$ cat config.mk
export PLATFORM = sky130hd
export DESIGN_NAME = msrv_pc_gen
export DESIGN_NICKNAME = d
export VERILOG_FILES = /design/src/rtl/msrv_pkg.sv /design/src/rtl/msrv_redirect_buf.sv /design/src/rtl/msrv_pc_gen.sv
export SDC_FILE = /design/constraint.sdc
export NUM_CORES = 1
export LEC_CHECK = 0
export BUFFER_PORTS_ARGS = -buffer_cell sky130_fd_sc_hd__buf_4
export CAP_MARGIN = 10
export CORE_UTILIZATION = 45
export DETAILED_ROUTE_END_ITERATION = 6
export PLACE_DENSITY = 0.76
export SKIP_LAST_GASP = 1
export SLEW_MARGIN = 15
export SYNTH_ARGS = -nofsm -noshare
export SYNTH_HDL_FRONTEND = slang
export SYNTH_SLANG_ARGS = --single-unit
$ cat constraint.sdc
create_clock -name clk_in -period 4.3 [get_ports clk_in]
set_input_delay 0.215 -clock clk_in [delete_from_list [all_inputs] [get_ports clk_in]]
set_output_delay 0.215 -clock clk_in [all_outputs]
set_load 0.005 [all_outputs]
$ cat src/rtl/msrv_pkg.sv
// Shared definitions for the msrv fetch-stage PC generator: PC-source
// encodings, PC generator FSM states and sequential step sizes.
package msrv_pkg;

    typedef enum logic [1:0] {
        PC_BOOT = 2'b00,
        PC_EPC  = 2'b01,
        PC_TRAP = 2'b10,
        PC_NEXT = 2'b11
    } pc_src_e;

    typedef enum logic [1:0] {
        ST_BOOT  = 2'b00,
        ST_RUN   = 2'b01,
        ST_STALL = 2'b10
    } pc_state_e;

    localparam int unsigned STEP_WORD = 32'd4;
    localparam int unsigned STEP_HALF = 32'd2;

    function automatic logic is_redirect(input pc_src_e src, input logic taken);
        return (src != PC_NEXT) || taken;
    endfunction

endpackage

$ cat src/rtl/msrv_redirect_buf.sv
// One-entry redirect buffer: holds the youngest redirect seen while the
// instruction bus is stalled, together with its misaligned/trap attributes.
module msrv_redirect_buf #(
    parameter int unsigned XLEN = 32
) (
    input  logic            clk,
    input  logic            rst,
    input  logic            clr,
    input  logic            wr,
    input  logic [XLEN-1:0] wr_target,
    input  logic            wr_misaligned,
    input  logic            wr_trap,
    output logic            valid,
    output logic [XLEN-1:0] target,
    output logic            misaligned,
    output logic            trap
);

    logic            valid_r;
    logic [XLEN-1:0] target_r;
    logic            misaligned_r;
    logic            trap_r;

    // Buffer storage; a later write overwrites the held entry.
    always_ff @(posedge clk) begin
        if (rst || clr) begin
            valid_r      <= 1'b0;
            target_r     <= {XLEN{1'b0}};
            misaligned_r <= 1'b0;
            trap_r       <= 1'b0;
        end else if (wr) begin
            valid_r      <= 1'b1;
            target_r     <= wr_target;
            misaligned_r <= wr_misaligned;
            trap_r       <= wr_trap;
        end else begin
            valid_r      <= valid_r;
            target_r     <= target_r;
            misaligned_r <= misaligned_r;
            trap_r       <= trap_r;
        end
    end

    assign valid      = valid_r;
    assign target     = target_r;
    assign misaligned = misaligned_r;
    assign trap       = trap_r;

endmodule

$ cat src/rtl/msrv_pc_gen.sv
// Registered program-counter generator for the msrv fetch stage: selects the
// next PC, drives the fetch address under a ready handshake, buffers stalled redirects.
module msrv_pc_gen
    import msrv_pkg::*;
#(
    parameter int unsigned     XLEN         = 32,
    parameter logic [XLEN-1:0] RESET_VECTOR = {XLEN{1'b0}},
    parameter int unsigned     IALIGN       = 32
) (
    input  logic            clk_in,
    input  logic            rst_in,
    input  logic [1:0]      pc_src_in,
    input  logic [XLEN-1:0] epc_in,
    input  logic [XLEN-1:0] trap_address_in,
    input  logic            branch_taken_in,
    input  logic [XLEN-1:0] iaddr_in,
    input  logic            instr_compressed_in,
    input  logic            ahb_ready_in,
    output logic [XLEN-1:0] pc_out,
    output logic [XLEN-1:0] pc_mux_out,
    output logic [XLEN-1:0] pc_plus_step_out,
    output logic [XLEN-1:0] imaddr_out,
    output logic            imaddr_valid_out,
    output logic            misaligned_instr_logic_out,
    output logic            redirect_pending_out
);

    pc_state_e       state_r;
    logic [XLEN-1:0] pc_r;
    logic [XLEN-1:0] imaddr_r;
    logic            valid_r;
    logic            mis_r;

    pc_src_e         pc_src_s;
    logic [XLEN-1:0] step_s;
    logic [XLEN-1:0] plus_s;
    logic [XLEN-1:0] branch_target_s;
    logic [XLEN-1:0] mux_s;
    logic            redirect_s;
    logic            fresh_mis_s;
    logic            fresh_trap_s;
    logic            advance_s;
    logic            buf_wr_s;
    logic            buf_valid_s;
    logic [XLEN-1:0] buf_target_s;
    logic            buf_mis_s;
    logic            buf_trap_s;
    logic [XLEN-1:0] sel_addr_s;
    logic            sel_mis_s;
    logic            sel_trap_s;
    logic            unused_s;

    assign pc_src_s        = pc_src_e'(pc_src_in);
    assign branch_target_s = {iaddr_in[XLEN-1:1], 1'b0};
    assign unused_s        = iaddr_in[0];

    // Next-PC candidate, sequential step and redirect classification.
    always_comb begin
        step_s = XLEN'(STEP_WORD);
        if ((IALIGN == 32'd16) && instr_compressed_in) begin
            step_s = XLEN'(STEP_HALF);
        end else begin
            step_s = XLEN'(STEP_WORD);
        end
        plus_s = pc_r + step_s;
        mux_s  = plus_s;
        case (pc_src_s)
            PC_BOOT: mux_s = RESET_VECTOR;
            PC_EPC:  mux_s = epc_in;
            PC_TRAP: mux_s = trap_address_in;
            PC_NEXT: mux_s = branch_taken_in ? branch_target_s : plus_s;
            default: mux_s = plus_s;
        endcase
        redirect_s   = is_redirect(pc_src_s, branch_taken_in);
        fresh_mis_s  = (IALIGN == 32'd32) && (pc_src_s == PC_NEXT) &&
                       branch_taken_in && iaddr_in[1];
        fresh_trap_s = (pc_src_s == PC_TRAP);
    end

    // Advance source priority: fresh redirect, then buffered redirect, then sequential.
    always_comb begin
        advance_s  = (state_r != ST_BOOT) && ahb_ready_in;
        buf_wr_s   = (state_r != ST_BOOT) && !ahb_ready_in && redirect_s;
        sel_addr_s = mux_s;
        sel_mis_s  = 1'b0;
        sel_trap_s = 1'b0;
        if (redirect_s) begin
            sel_addr_s = mux_s;
            sel_mis_s  = fresh_mis_s;
            sel_trap_s = fresh_trap_s;
        end else if (buf_valid_s) begin
            sel_addr_s = buf_target_s;
            sel_mis_s  = buf_mis_s;
            sel_trap_s = buf_trap_s;
        end else begin
            sel_addr_s = mux_s;
            sel_mis_s  = 1'b0;
            sel_trap_s = 1'b0;
        end
    end

    msrv_redirect_buf #(.XLEN(XLEN)) u_redirect_buf (
        .clk           (clk_in),
        .rst           (rst_in),
        .clr           (advance_s),
        .wr            (buf_wr_s),
        .wr_target     (mux_s),
        .wr_misaligned (fresh_mis_s),
        .wr_trap       (fresh_trap_s),
        .valid         (buf_valid_s),
        .target        (buf_target_s),
        .misaligned    (buf_mis_s),
        .trap          (buf_trap_s)
    );

    // PC generator FSM with registered PC, fetch address, valid and misaligned pulse.
    always_ff @(posedge clk_in) begin
        if (rst_in) begin
            state_r  <= ST_BOOT;
            pc_r     <= RESET_VECTOR;
            imaddr_r <= RESET_VECTOR;
            valid_r  <= 1'b0;
            mis_r    <= 1'b0;
        end else begin
            case (state_r)
                ST_BOOT: begin
                    state_r  <= ST_RUN;
                    imaddr_r <= RESET_VECTOR;
                    valid_r  <= 1'b1;
                    mis_r    <= 1'b0;
                end
                ST_RUN, ST_STALL: begin
                    if (ahb_ready_in) begin
                        state_r  <= ST_RUN;
                        pc_r     <= sel_addr_s;
                        imaddr_r <= sel_addr_s;
                        mis_r    <= sel_mis_s;
                        // A misaligned target suppresses fetch until a trap redirect.
                        if (sel_mis_s) begin
                            valid_r <= 1'b0;
                        end else if (sel_trap_s) begin
                            valid_r <= 1'b1;
                        end else begin
                            valid_r <= valid_r;
                        end
                    end else begin
                        state_r <= ST_STALL;
                        mis_r   <= 1'b0;
                    end
                end
                default: begin
                    state_r  <= ST_BOOT;
                    pc_r     <= RESET_VECTOR;
                    imaddr_r <= RESET_VECTOR;
                    valid_r  <= 1'b0;
                    mis_r    <= 1'b0;
                end
            endcase
        end
    end

    assign pc_out                     = pc_r;
    assign pc_mux_out                 = mux_s;
    assign pc_plus_step_out           = plus_s;
    assign imaddr_out                 = imaddr_r;
    assign imaddr_valid_out           = valid_r;
    assign misaligned_instr_logic_out = mis_r;
    assign redirect_pending_out       = buf_valid_s;

endmodule

==> flow_metrics.env <==
export IMPL_clock_sinks=103
export IMPL_slew_limit_headroom_pct=26.1
export IMPL_synth_avg_cell_area_um2=8.09
export IMPL_root_buffer="clkbuf_16"
export IMPL_cts_tree="done"
export IMPL_stdcell_count=1018
export IMPL_via_count=6258
export IMPL_synth_cells=671
export IMPL_io_pins=234
export IMPL_powerDensity_nw_per_um2=321
export IMPL_cts_path_max_buffers=2
export IMPL_hp_start="rst_in"
export IMPL_place_detailed_hpwl_um=15300
export IMPL_clk_latency_ns=0.35
export IMPL_cts_buffers=9
export IMPL_synth_flop_cell="dfxtp_1"
export IMPL_slew_violations=0
export IMPL_finalSetupViolCount=0
export IMPL_synth_distinct_cells=51
export IMPL_die_w_um=112
export IMPL_viasPerCell=6.15
export IMPL_yosys_warnings=0
export IMPL_worstSetupStartpointType="flip-flop"
export IMPL_cp_required_ns=4.09
export IMPL_port_buffers=231
export IMPL_syn_area_um2=5430
export IMPL_place_inst=1003
export IMPL_antenna_found_initial=0
export IMPL_period_needed_ns=3.36
export IMPL_htreeDepth=3
export IMPL_cts_setup_buffers=0
export IMPL_diodes=0
export IMPL_routed_wl_um=21400
export IMPL_drc=17
export IMPL_cp_max_fo=12
export IMPL_fin_crit_sh_pct=78.1
export IMPL_ys_seq_area_share_pct=38.0
export IMPL_arrival_ns=3.14
export IMPL_initial_utilization_pct=46.9
export IMPL_crit_type="flip-flop to output pin"
export IMPL_rows=39
export IMPL_status="finished, violations left"
export IMPL_crit_chain="ha_1, nand3_1, or4_1, or4_1, xnor2_1, nand2_1, nand2_1, buf_4"
export IMPL_core_area_um2=11600
export IMPL_endpoint_kind="output pin"
export IMPL_grt_use_total_pct=33.6
export IMPL_rsz0062_at_grt="no"
export IMPL_cts_resized=0
export IMPL_overflow=0
export IMPL_grt_max_degree=38
export IMPL_async_flop_share_pct=0
export IMPL_post_drt_wl_per_cell_um=21.1
export IMPL_postCtsHoldBufs=0
export IMPL_slowest_delay_ns=0.70
export IMPL_grt_pass1_vias=5938
export IMPL_regToRegSetupSlack_ns=1.35
export IMPL_ys_ff_latch=103
export IMPL_cts_clk_slew_worst_paths_ns=0.07
export IMPL_drtAntennaViolNets=0
export IMPL_place_gp_congestion=0.883
export IMPL_dr_pass1_iters=7
export IMPL_grt_pass1_wl_um=32400
export IMPL_fin_skew_ns=0.0118
export IMPL_fmax_mhz=298
export IMPL_reg2reg_to="imaddr_out[20]$_SDFFE_PP0P_"
export IMPL_die_h_um=112
export IMPL_r2r_start="pc_out[2]$_SDFFE_PP0P_"
export IMPL_maxCapViolations=0
export IMPL_dieArea_um2=12500
export IMPL_finalHoldViolations=0
export IMPL_area_growth_synth_to_final_pct=39.2
export IMPL_drtIter0Drc=490
export IMPL_p_leak_uw=0.00344
export IMPL_ff2ff_path_depth=7
export IMPL_synth_edf_count=0
export IMPL_hold_class="input pin to flip-flop"
export IMPL_violations="design-rule violations"
export IMPL_nNetsFinal=977
export IMPL_layout_drive_gt1_share_pct=31.2
export IMPL_irDropWorstVdd_mv=0.203
export IMPL_cp_slowest_cell="or4_1"
export IMPL_worstMarginPinSlew_ns=1.11
export IMPL_tns_ns=0
export IMPL_holdPathStages=2
export IMPL_synthesis_nets=777
export IMPL_hold_end="imaddr_valid_out$_SDFFE_PP0P_"
==> sequential cells by signal, summed over array words and instances, names as in the netlist <==
signal	cells
imaddr_out	32
pc_out	32
u_redirect_buf.target	32
state_r	2
imaddr_valid_out	1
misaligned_instr_logic_out	1
u_redirect_buf.misaligned	1
u_redirect_buf.trap	1
u_redirect_buf.valid	1
==> layout by cell type (no fill, tap or decap), types with 4 or more instances in the layout <==
cell type | synthesis | final
nand3_1 | 19 | 19
a21oi_1 | 31 | 31
nand2_1 | 71 | 71
a221o_1 | 7 | 7
a32o_1 | 14 | 14
clkbuf_16 | 0 | 9
dfxtp_1 | 103 | 103
nor2b_1 | 4 | 4
o21ai_1 | 7 | 7
nand4_1 | 7 | 7
a22o_1 | 40 | 40
a222oi_1 | 8 | 8
o211ai_1 | 4 | 4
xor2_1 | 13 | 13
nand2b_1 | 6 | 6
or4_1 | 6 | 6
a22oi_1 | 25 | 25
inv_1 | 27 | 27
o21ai_0 | 21 | 21
nor2_1 | 81 | 79
xnor2_1 | 15 | 15
a211oi_1 | 29 | 29
nand3b_1 | 5 | 5
nor3_2 | 4 | 5
buf_4 | 2 | 243
o31ai_1 | 16 | 16
nor3_1 | 10 | 9
nor4_1 | 5 | 5
==> worst max-delay path by stage <==
| stage | startpoint | endpoint | slack, ns | depth (start not counted) |
|---|---|---|---|---|
| 3_5_place_dp | pc_out[2]$_SDFFE_PP0P_ | pc_mux_out[20] | 1.33 | 8 |
| 3_3_place_gp | pc_out[2]$_SDFFE_PP0P_ | pc_mux_out[20] | 1.40 | 8 |
| 5_1_grt | pc_out[2]$_SDFFE_PP0P_ | pc_mux_out[20] | 0.82 | 8 |
| 6_report | pc_out[2]$_SDFFE_PP0P_ | pc_mux_out[20] | 0.94 | 8 |
| 2_1_floorplan | pc_out[2]$_SDFFE_PP0P_ | imaddr_out[30]$_SDFFE_PP0P_ | 1.79 | 8 |
| 4_1_cts | pc_out[2]$_SDFFE_PP0P_ | pc_mux_out[20] | 0.95 | 8 |
==> logic make-up after synthesis <==
family / Yosys count / share of synthesized area (%)
and+or+nand+nor: 231 / 20.0
muxes: 3 / 0.553
xor gates and xnor gates: 28 / 4.52
DFF: 103 / 38.0
adders and majority gates: 3 / 0.691
buffers and inverters: 82 / 5.85
AOI/OAI and AO/OA: 221 / 30.4
==> synthesized netlist by cell type, types with 16 or more instances <==
library cell | number | area, um^2
inv_1 | 27 | 101
o31ai_1 | 16 | 120
nand3_1 | 19 | 95.1
nand2_1 | 71 | 267
nor2_1 | 81 | 304
dfxtp_1 | 103 | 2060
a211oi_1 | 29 | 218
a22o_1 | 40 | 350
a22oi_1 | 25 | 188
a21oi_1 | 31 | 155
o21ai_0 | 21 | 105
clkbuf_1 | 45 | 169
==> critical path, delay by kind of cell, from the launching register on <==
| kind | cells | cell delay, ns |
|---|---|---|
| fa+ha+maj | 1 | 0.31 |
| xor+xnor | 1 | 0.28 |
| buf+inv | 1 | 0.11 |
| flops | 1 | 0.49 |
| simple gates | 5 | 1.60 |
==> power by group <==
| part | total [uW] | switching [uW] | internal, uW |
|---|---|---|---|
| Sequential | 1040 | 41.0 | 1000 |
| Clock | 893 | 369 | 524 |
| Combinational | 491 | 266 | 225 |
| Total | 2430 | 676 | 1750 |
==> area by class of cell <==
cell class | count | area (um^2)
fillers | 1022 | 4010
multi-input cells | 486 | 3060
flip-flops and latches | 103 | 2060
repair buffers | 243 | 1820
clock buffers | 10 | 239
well taps | 143 | 179
inverters | 28 | 105
clock inverters | 5 | 81.3
==> stage by stage <==
step	util [%]	total power [uW]	setup slack (ns)	hold WS, ns	instance area (um^2)
after floorplan	-	1300	1.79	0.427	5430
after global placement	62.6	1530	1.40	0.438	7230
after detailed placement	62.6	1550	1.33	0.448	7230
after CTS	65.3	2420	0.952	0.102	7550
after global routing	65.3	2520	0.817	0.109	7550
final	65.3	2430	0.941	0.103	7550
==> layer usage <==
layer / wire [um] / vias up / GRT usage (%)
met4: 786 / 0 / 16.8
met2: 10300 / 393 / 56.6
met1: 8390 / 2929 / 40.7
met5: 0 / - / 0
li1: - / 2874 / -
met3: 2000 / 62 / 6.80
(Power assumes the default switching activity.)
